`config.mk`:
```
export PLATFORM = sky130hd
export DESIGN_NAME = vram_sched
export DESIGN_NICKNAME = d
export VERILOG_FILES = /design/src/rtl/vram_sched.sv
export SDC_FILE = /design/constraint.sdc
export NUM_CORES = 1
export LEC_CHECK = 0
export ABC_AREA = 1
export BUFFER_PORTS_ARGS = -buffer_cell sky130_fd_sc_hd__buf_4
export CORE_MARGIN = 1
export CORE_UTILIZATION = 61
export CTS_BUF_LIST = sky130_fd_sc_hd__clkbuf_16
export DETAILED_ROUTE_END_ITERATION = 7
export PLACE_DENSITY = 0.81
export SLEW_MARGIN = 25
export SYNTH_ARGS = -nofsm -noshare
export SYNTH_HDL_FRONTEND = slang
export SYNTH_SLANG_ARGS = --single-unit
export TNS_END_PERCENT = 1
```
`constraint.sdc`:
```
create_clock -name clk -period 3.14 [get_ports clk]
set_input_delay 0.157 -clock clk [delete_from_list [all_inputs] [get_ports clk]]
set_output_delay 0.157 -clock clk [all_outputs]
set_load 0.01 [all_outputs]
```
`src/rtl/vram_sched.sv`:
```
// ---------------------------------------------------------------------------
// vram_sched
//
// Frame-sequenced DDR command scheduler (memory-interface clock domain).
// Each frame trigger starts one linear pass over the waveform-state buffer.
// The pass interleaves burst reads, which refill the VRAM-to-EPDC FIFO, with
// burst write-backs, which drain the EPDC-to-VRAM FIFO. All bursts go through
// the memory interface's single command port.
//
// Reads are never overtaken by writes. Reads may lead writes by at most
// LEAD_BURSTS bursts.
//
// Optional build macro: VRAM_SCHED_STATS_EN
//   When it is defined, a saturating counter is built. It counts the cycles in
//   which the arbiter had nothing eligible. Its value is published on
//   stall_cycles at the end of each frame.
//   When it is undefined, stall_cycles is tied to zero.
//
// Parameters
//   MAX_ADDRESS  frame buffer size in bytes (multiple of BURST_WORDS*16)
//   ADDR_W       byte address width
//   BURST_WORDS  128-bit words per command
//   LEAD_BURSTS  maximum read lead over writes, in bursts
//
// Ports
//   clk             memory-interface clock
//   rst             asynchronous active-high reset
//   vsync           frame trigger (already synchronous); rising edge starts a frame
//   ddr_calib_done  DDR calibration complete
//   rd_room         read FIFO can take one full burst
//   wr_avail        write FIFO holds at least one full burst
//   cmd_valid       command presented
//   cmd_ready       memory interface accepts the command
//   cmd_write       1 = write burst, 0 = read burst
//   cmd_addr        burst start byte address
//   cmd_bl          burst length minus one (constant)
//   frame_busy      frame pass in progress
//   frame_done      one-cycle pulse when both streams have reached MAX_ADDRESS
//   overrun         sticky: a frame trigger arrived while busy
//   stall_cycles    arbiter stall count of the last completed frame
// ---------------------------------------------------------------------------
module vram_sched #(
   parameter int MAX_ADDRESS = 3840000,
   parameter int ADDR_W      = 30,
   parameter int BURST_WORDS = 4,
   parameter int LEAD_BURSTS = 4
) (
   input  logic              clk,
   input  logic              rst,
   input  logic              vsync,
   input  logic              ddr_calib_done,
   input  logic              rd_room,
   input  logic              wr_avail,
   output logic              cmd_valid,
   input  logic              cmd_ready,
   output logic              cmd_write,
   output logic [ADDR_W-1:0] cmd_addr,
   output logic [5:0]        cmd_bl,
   output logic              frame_busy,
   output logic              frame_done,
   output logic              overrun,
   output logic [15:0]       stall_cycles
);

   // Scheduler states
   localparam logic [1:0] ST_IDLE  = 2'd0;
   localparam logic [1:0] ST_ARB   = 2'd1;
   localparam logic [1:0] ST_ISSUE = 2'd2;
   localparam logic [1:0] ST_DONE  = 2'd3;

   // Byte-domain constants, sized to the address counters
   localparam logic [ADDR_W-1:0] BURST_BYTES = ADDR_W'(BURST_WORDS * 16);
   localparam logic [ADDR_W-1:0] MAX_ADDR    = ADDR_W'(MAX_ADDRESS);
   localparam logic [ADDR_W-1:0] LEAD_BYTES  = ADDR_W'(LEAD_BURSTS * BURST_WORDS * 16);

   logic [1:0]        state;
   logic              vsync_q;
   logic              vsync_edge;
   logic [ADDR_W-1:0] rd_addr;
   logic [ADDR_W-1:0] wr_addr;
   logic [ADDR_W-1:0] rd_next;
   logic [ADDR_W-1:0] wr_next;
   logic              last_write;
   logic              rd_elig;
   logic              wr_elig;
   logic              any_elig;
   logic              grant_write;
   logic              issue_hs;
   logic              last_hs;
   logic              frame_start;

   // The burst length never changes, so it is a constant, not a register
   assign cmd_bl = 6'(BURST_WORDS - 1);

   // Single-register edge detector on the already-synchronised frame trigger
   always_ff @(posedge clk or posedge rst) begin
      if (rst) begin
         vsync_q <= 1'b0;
      end else begin
         vsync_q <= vsync;
      end
   end

   assign vsync_edge = vsync & ~vsync_q;

   // Eligibility. The invariant rd_addr >= wr_addr holds, so the lead
   // subtraction never wraps. A write is allowed only behind the read pointer,
   // so it never touches data that has not been read yet.
   assign rd_elig  = rd_room && (rd_addr < MAX_ADDR) && ((rd_addr - wr_addr) < LEAD_BYTES);
   assign wr_elig  = wr_avail && (wr_addr < rd_addr);
   assign any_elig = rd_elig | wr_elig;

   // Round-robin between the streams. A write wins only if reads are not
   // eligible, or if the previous grant went to a read.
   assign grant_write = wr_elig && (!rd_elig || !last_write);

   // Counter values after the handshake of the presented command
   assign rd_next = cmd_write ? rd_addr : (rd_addr + BURST_BYTES);
   assign wr_next = cmd_write ? (wr_addr + BURST_BYTES) : wr_addr;

   // A real handshake needs a healthy interface and no restart in the same
   // cycle; calibration loss and overrun restarts both pre-empt acceptance.
   assign issue_hs = (state == ST_ISSUE) && ddr_calib_done && !vsync_edge && cmd_ready;
   assign last_hs  = issue_hs && (rd_next == MAX_ADDR) && (wr_next == MAX_ADDR);

   // A counter clear happens in two cases: a normal start from IDLE, and an
   // overrun restart from ARB or ISSUE. No restart happens while DONE lasts.
   assign frame_start = vsync_edge && ddr_calib_done && (state != ST_DONE);

   // Main sequencer. It owns the stream counters, the round-robin bit and every
   // registered command/status output. frame_busy and frame_done are written
   // from the next state, so they line up exactly with ARB/ISSUE and DONE.
   always_ff @(posedge clk or posedge rst) begin
      if (rst) begin
         state      <= ST_IDLE;
         rd_addr    <= '0;
         wr_addr    <= '0;
         last_write <= 1'b1;
         cmd_valid  <= 1'b0;
         cmd_write  <= 1'b0;
         cmd_addr   <= '0;
         frame_busy <= 1'b0;
         frame_done <= 1'b0;
         overrun    <= 1'b0;
      end else begin
         frame_done <= 1'b0;
         case (state)
            ST_IDLE: begin
               if (vsync_edge && ddr_calib_done) begin
                  rd_addr    <= '0;
                  wr_addr    <= '0;
                  state      <= ST_ARB;
                  frame_busy <= 1'b1;
               end
            end

            ST_ARB: begin
               if (!ddr_calib_done) begin
                  state      <= ST_IDLE;
                  frame_busy <= 1'b0;
               end else if (vsync_edge) begin
                  overrun <= 1'b1;
                  rd_addr <= '0;
                  wr_addr <= '0;
               end else if (any_elig) begin
                  cmd_valid <= 1'b1;
                  cmd_write <= grant_write;
                  cmd_addr  <= grant_write ? wr_addr : rd_addr;
                  state     <= ST_ISSUE;
               end
            end

            ST_ISSUE: begin
               // Without calibration the interface cannot accept the command.
               // It is dropped here, and the counters are left untouched.
               if (!ddr_calib_done) begin
                  cmd_valid  <= 1'b0;
                  state      <= ST_IDLE;
                  frame_busy <= 1'b0;
               end else if (vsync_edge) begin
                  // The trigger also resets the FIFOs. The pending command is
                  // stale, so it is withdrawn.
                  overrun   <= 1'b1;
                  rd_addr   <= '0;
                  wr_addr   <= '0;
                  cmd_valid <= 1'b0;
                  state     <= ST_ARB;
               end else if (cmd_ready) begin
                  cmd_valid  <= 1'b0;
                  rd_addr    <= rd_next;
                  wr_addr    <= wr_next;
                  last_write <= cmd_write;
                  if (last_hs) begin
                     state      <= ST_DONE;
                     frame_done <= 1'b1;
                     frame_busy <= 1'b0;
                  end else begin
                     state <= ST_ARB;
                  end
               end
            end

            ST_DONE: begin
               state <= ST_IDLE;
            end

            default: begin
               state      <= ST_IDLE;
               cmd_valid  <= 1'b0;
               frame_busy <= 1'b0;
            end
         endcase
      end
   end

`ifdef VRAM_SCHED_STATS_EN
   logic [15:0] stall_cnt;

   // Stall statistics. This block counts the ARB cycles in which neither stream
   // could go, saturating at all-ones. The count restarts with every frame
   // start or restart. It is copied to the output on the same edge that raises
   // frame_done, so the published value belongs to the frame just completed.
   always_ff @(posedge clk or posedge rst) begin
      if (rst) begin
         stall_cnt    <= '0;
         stall_cycles <= '0;
      end else begin
         if (frame_start) begin
            stall_cnt <= '0;
         end else if ((state == ST_ARB) && ddr_calib_done && !any_elig &&
                      (stall_cnt != 16'hFFFF)) begin
            stall_cnt <= stall_cnt + 16'd1;
         end
         if (last_hs) begin
            stall_cycles <= stall_cnt;
         end
      end
   end
`else
   // Statistics not built
   assign stall_cycles = '0;

   // The restart qualifier only feeds the statistics counter
   logic unused_stats;
   assign unused_stats = frame_start;
`endif

endmodule

```
==> flow_summary.toml <==
[run_status]
status = "finished, final reports clean"

[yosys]
yosysWarnings = 0
synth_cells = 1127
syn_area_per_cell_um2 = 6.35
synth.cell_area_mm2 = 0.00716
seq_area_frac_synth_pct = 28.7
ys_seq_elements = 82
ys.flop_type = "dfrtp_1"
synth-edff-count = 0
ys_types = 39
synthArstFlopShare_pct = 100

[cts]
path_clk_slew_ns = 0.06
cts_htree_levels = 3
cts_tree = "done"
clockBufferDepth = 2
root_buffer = "clkbuf_16"
cts_sinks = 82
cts_buffers = 9
clkLatencyLatePin_ns = 0.35

[pwr]
vdd_drop_max_uv = 838
leakage_nw = 4.45
powerDensity_mw_per_mm2 = 502

[die]
core_area_mm2 = 0.0114
start_util_pct = 62.7
fp.dieW_um = 110
pin_count = 64
dieArea_mm2 = 0.0122
die_h_um = 110
rows = 39

[place]
gp_congestion = 0.951
dpl-instance-area_mm2 = 0.00760
io_buffers = 41
pre_cts_slack_ns = 0.120
hpwlAfterDp_mm = 15.9

[final_layout]
area_growth_pct = 13.1
drive_above_1_share_pct = 13.2
antennaDiodeCount = 0
final_common_cell = "nand2_1"
finalNetCount = 1223
final_area_mm2 = 0.00809
layout_common_cells = "nand2_1 (393), inv_1 (173), nand3_1 (102), nor2_1 (78), dfrtp_1 (76)"

[setup_path]
cpMaxStageDelayCell = "dfrtp_1"
crit_arrival_ns = 3.19
worstPathRequired_ns = 3.36
worstPathCellList = "inv_1 -> ha_1 -> nand2_1 -> nor3_2 -> and2_1 -> nand3_1 -> nand3_1 -> nand2_1 -> nand2_1 -> nand3_1 -> nor2_2 -> nand3_2 -> nand2_4 -> inv_1 -> nand3_1 -> nand2_1"
path_class = "reg -> reg"
cp_num_buf_inv = 2
endpoint_kind = "flop"
critPathMaxStageDelay_ns = 0.42
cpLargestDelayFamily = "simple AND/OR/NAND/NOR gates"
path_max_fanout = 18
start_kind = "flop"

[timing]
worst_slack_ns = 0.174
final.setup_skew_ns = 0.00591
finalCritPeriodShare_pct = 94.5
setup_viol = 0
tightest_slew_ns = 0.561
maxSlewHeadroom_pct = 62.6
max_clock_freq_mhz = 337
fin_crit_ns = 2.97
slew_violations = 0
hold_viol = 0

[grt]
track_usage_pct = 35.8
antenna_found_initial = 0
grt_pass1_vias = 6667
grt_overflow = 0
grt_max_degree = 49
grt_pass1_wl_mm = 32.7

[drt]
drt-pass1-iter-count = 7
avgRoutedWirePerCell_um = 15.6
via_per_inst = 5.49
remaining_drc_errors = 0
drt_iter0_markers = 759
wl_mm = 20.7
num_vias = 7310
ant_nets = 0

[flow_run]
drv_cap = 0

[min_path]
holdCritPathClass = "in -> reg"
worst min-delay path: stages:
cell and delay (ns):
buf_4 0.12, nand2_1 0.10, a21oi_1 0.07, nand3_1 0.06, nand2_1 0.05
report_power, final:
group	leakage, nW	switching (mW)	internal [mW]	total, mW
Sequential	1.12	0.0722	1.15	1.22
Combinational	3.16	1.11	0.513	1.62
Clock	0.167	0.453	0.777	1.23
Total	4.45	1.63	2.44	4.07
cells in the mapped netlist, types with 2 or more instances:
cell	instances	area share, %
a21oi_1	19	1.3
o21bai_1	3	0.31
nand3b_1	6	0.63
nand3_1	102	7.1
nand3_2	3	0.42
inv_2	4	0.21
nor2_4	3	0.47
nand2_2	6	0.52
o22ai_1	38	3.3
buf_6	3	0.47
dfrtp_1	81	28
ha_1	32	5.6
nand4_1	24	2.1
nor2_1	80	4.2
nor3_2	5	0.70
nor3b_1	2	0.21
inv_1	179	9.4
buf_4	28	2.9
or2_2	2	0.17
xor2_1	31	3.8
nor3_1	15	1.0
clkbuf_1	5	0.26
nand2_1	398	21
buf_2	11	0.77
nor2_2	11	0.96
o21ai_0	21	1.5
and2_1	2	0.17
conb_1	2	0.10
registers in the layout, indices dropped and copies added, names as in the netlist:
name,count
last_write,1
frame_done,1
frame_busy,1
overrun,1
cmd_addr,25
state,2
wr_addr,24
rd_addr,24
vsync_q,1
cmd_valid,1
cmd_write,1
path summary, 6_finish.rpt:
path | from | end | slack, ns | cells after the start
worst max register to register | wr_addr[26]$_DFFE_PP0P_ | cmd_addr[23]$_DFFE_PP0P_ | 0.17 | 16
worst min-delay path | ddr_calib_done | state[1]$_DFFE_PP0P_ | 0.26 | 5
worst min register to register | overrun$_DFFE_PP0P_ | overrun$_DFFE_PP0P_ | 0.46 | 1
min in group asynchronous | rst | cmd_addr[18]$_DFFE_PP0P_ | 0.37 | 3
worst max-delay path | wr_addr[26]$_DFFE_PP0P_ | cmd_addr[23]$_DFFE_PP0P_ | 0.17 | 16
max in group asynchronous | rst | wr_addr[14]$_DFFE_PP0P_ | 1.95 | 4
through the flow:
step | cells | TNS (ns) | total power, mW | hold slack (ns) | util (%)
2_1_floorplan | 1147 | 0 | 2.35 | 0.188 | -
3_3_place_gp | 1311 | 0 | 2.73 | 0.139 | 66.6
3_5_place_dp | 1311 | 0 | 2.76 | 0.136 | 66.6
4_1_cts | 1329 | 0 | 3.99 | 0.256 | 69.8
5_1_grt | 1332 | -0.00725 | 4.28 | 0.282 | 70.9
6_report | 1332 | 0 | 4.07 | 0.261 | 70.9
layout make-up:
type	count	area (um^2)
clock buffers	9	225
clock inverters	7	119
fillers	1033	3330
inverters	184	697
multi-input cells	834	4260
flip-flops and latches	82	2060
well taps	143	179
repair buffers	73	557
layer usage:
metal,up-vias,GRT usage (%),part of all wire (%)
li1,3616,-,-
met1,3299,46.6,42
met2,347,56.8,45
met3,48,8.99,9.1
met4,0,14.1,3.5
met5,-,0,0
logic make-up after synthesis:
family	share of synthesized area, %
AND/OR/NAND/NOR	40.5
buffers and inverters	14.2
AO/OA/AOI/OAI	7.13
flip-flops	28.7
adder cells (fa/ha/maj)	5.60
XOR/XNOR	3.79
other	0.105
what timing repair did:
action,CTS,global route
endpoints found under the setup margin,0,28
resized for setup,0,33
hold buffers,2,0
buffers inserted,0,3
endpoints found under the hold margin,20,0
(Power assumes the default switching activity.)
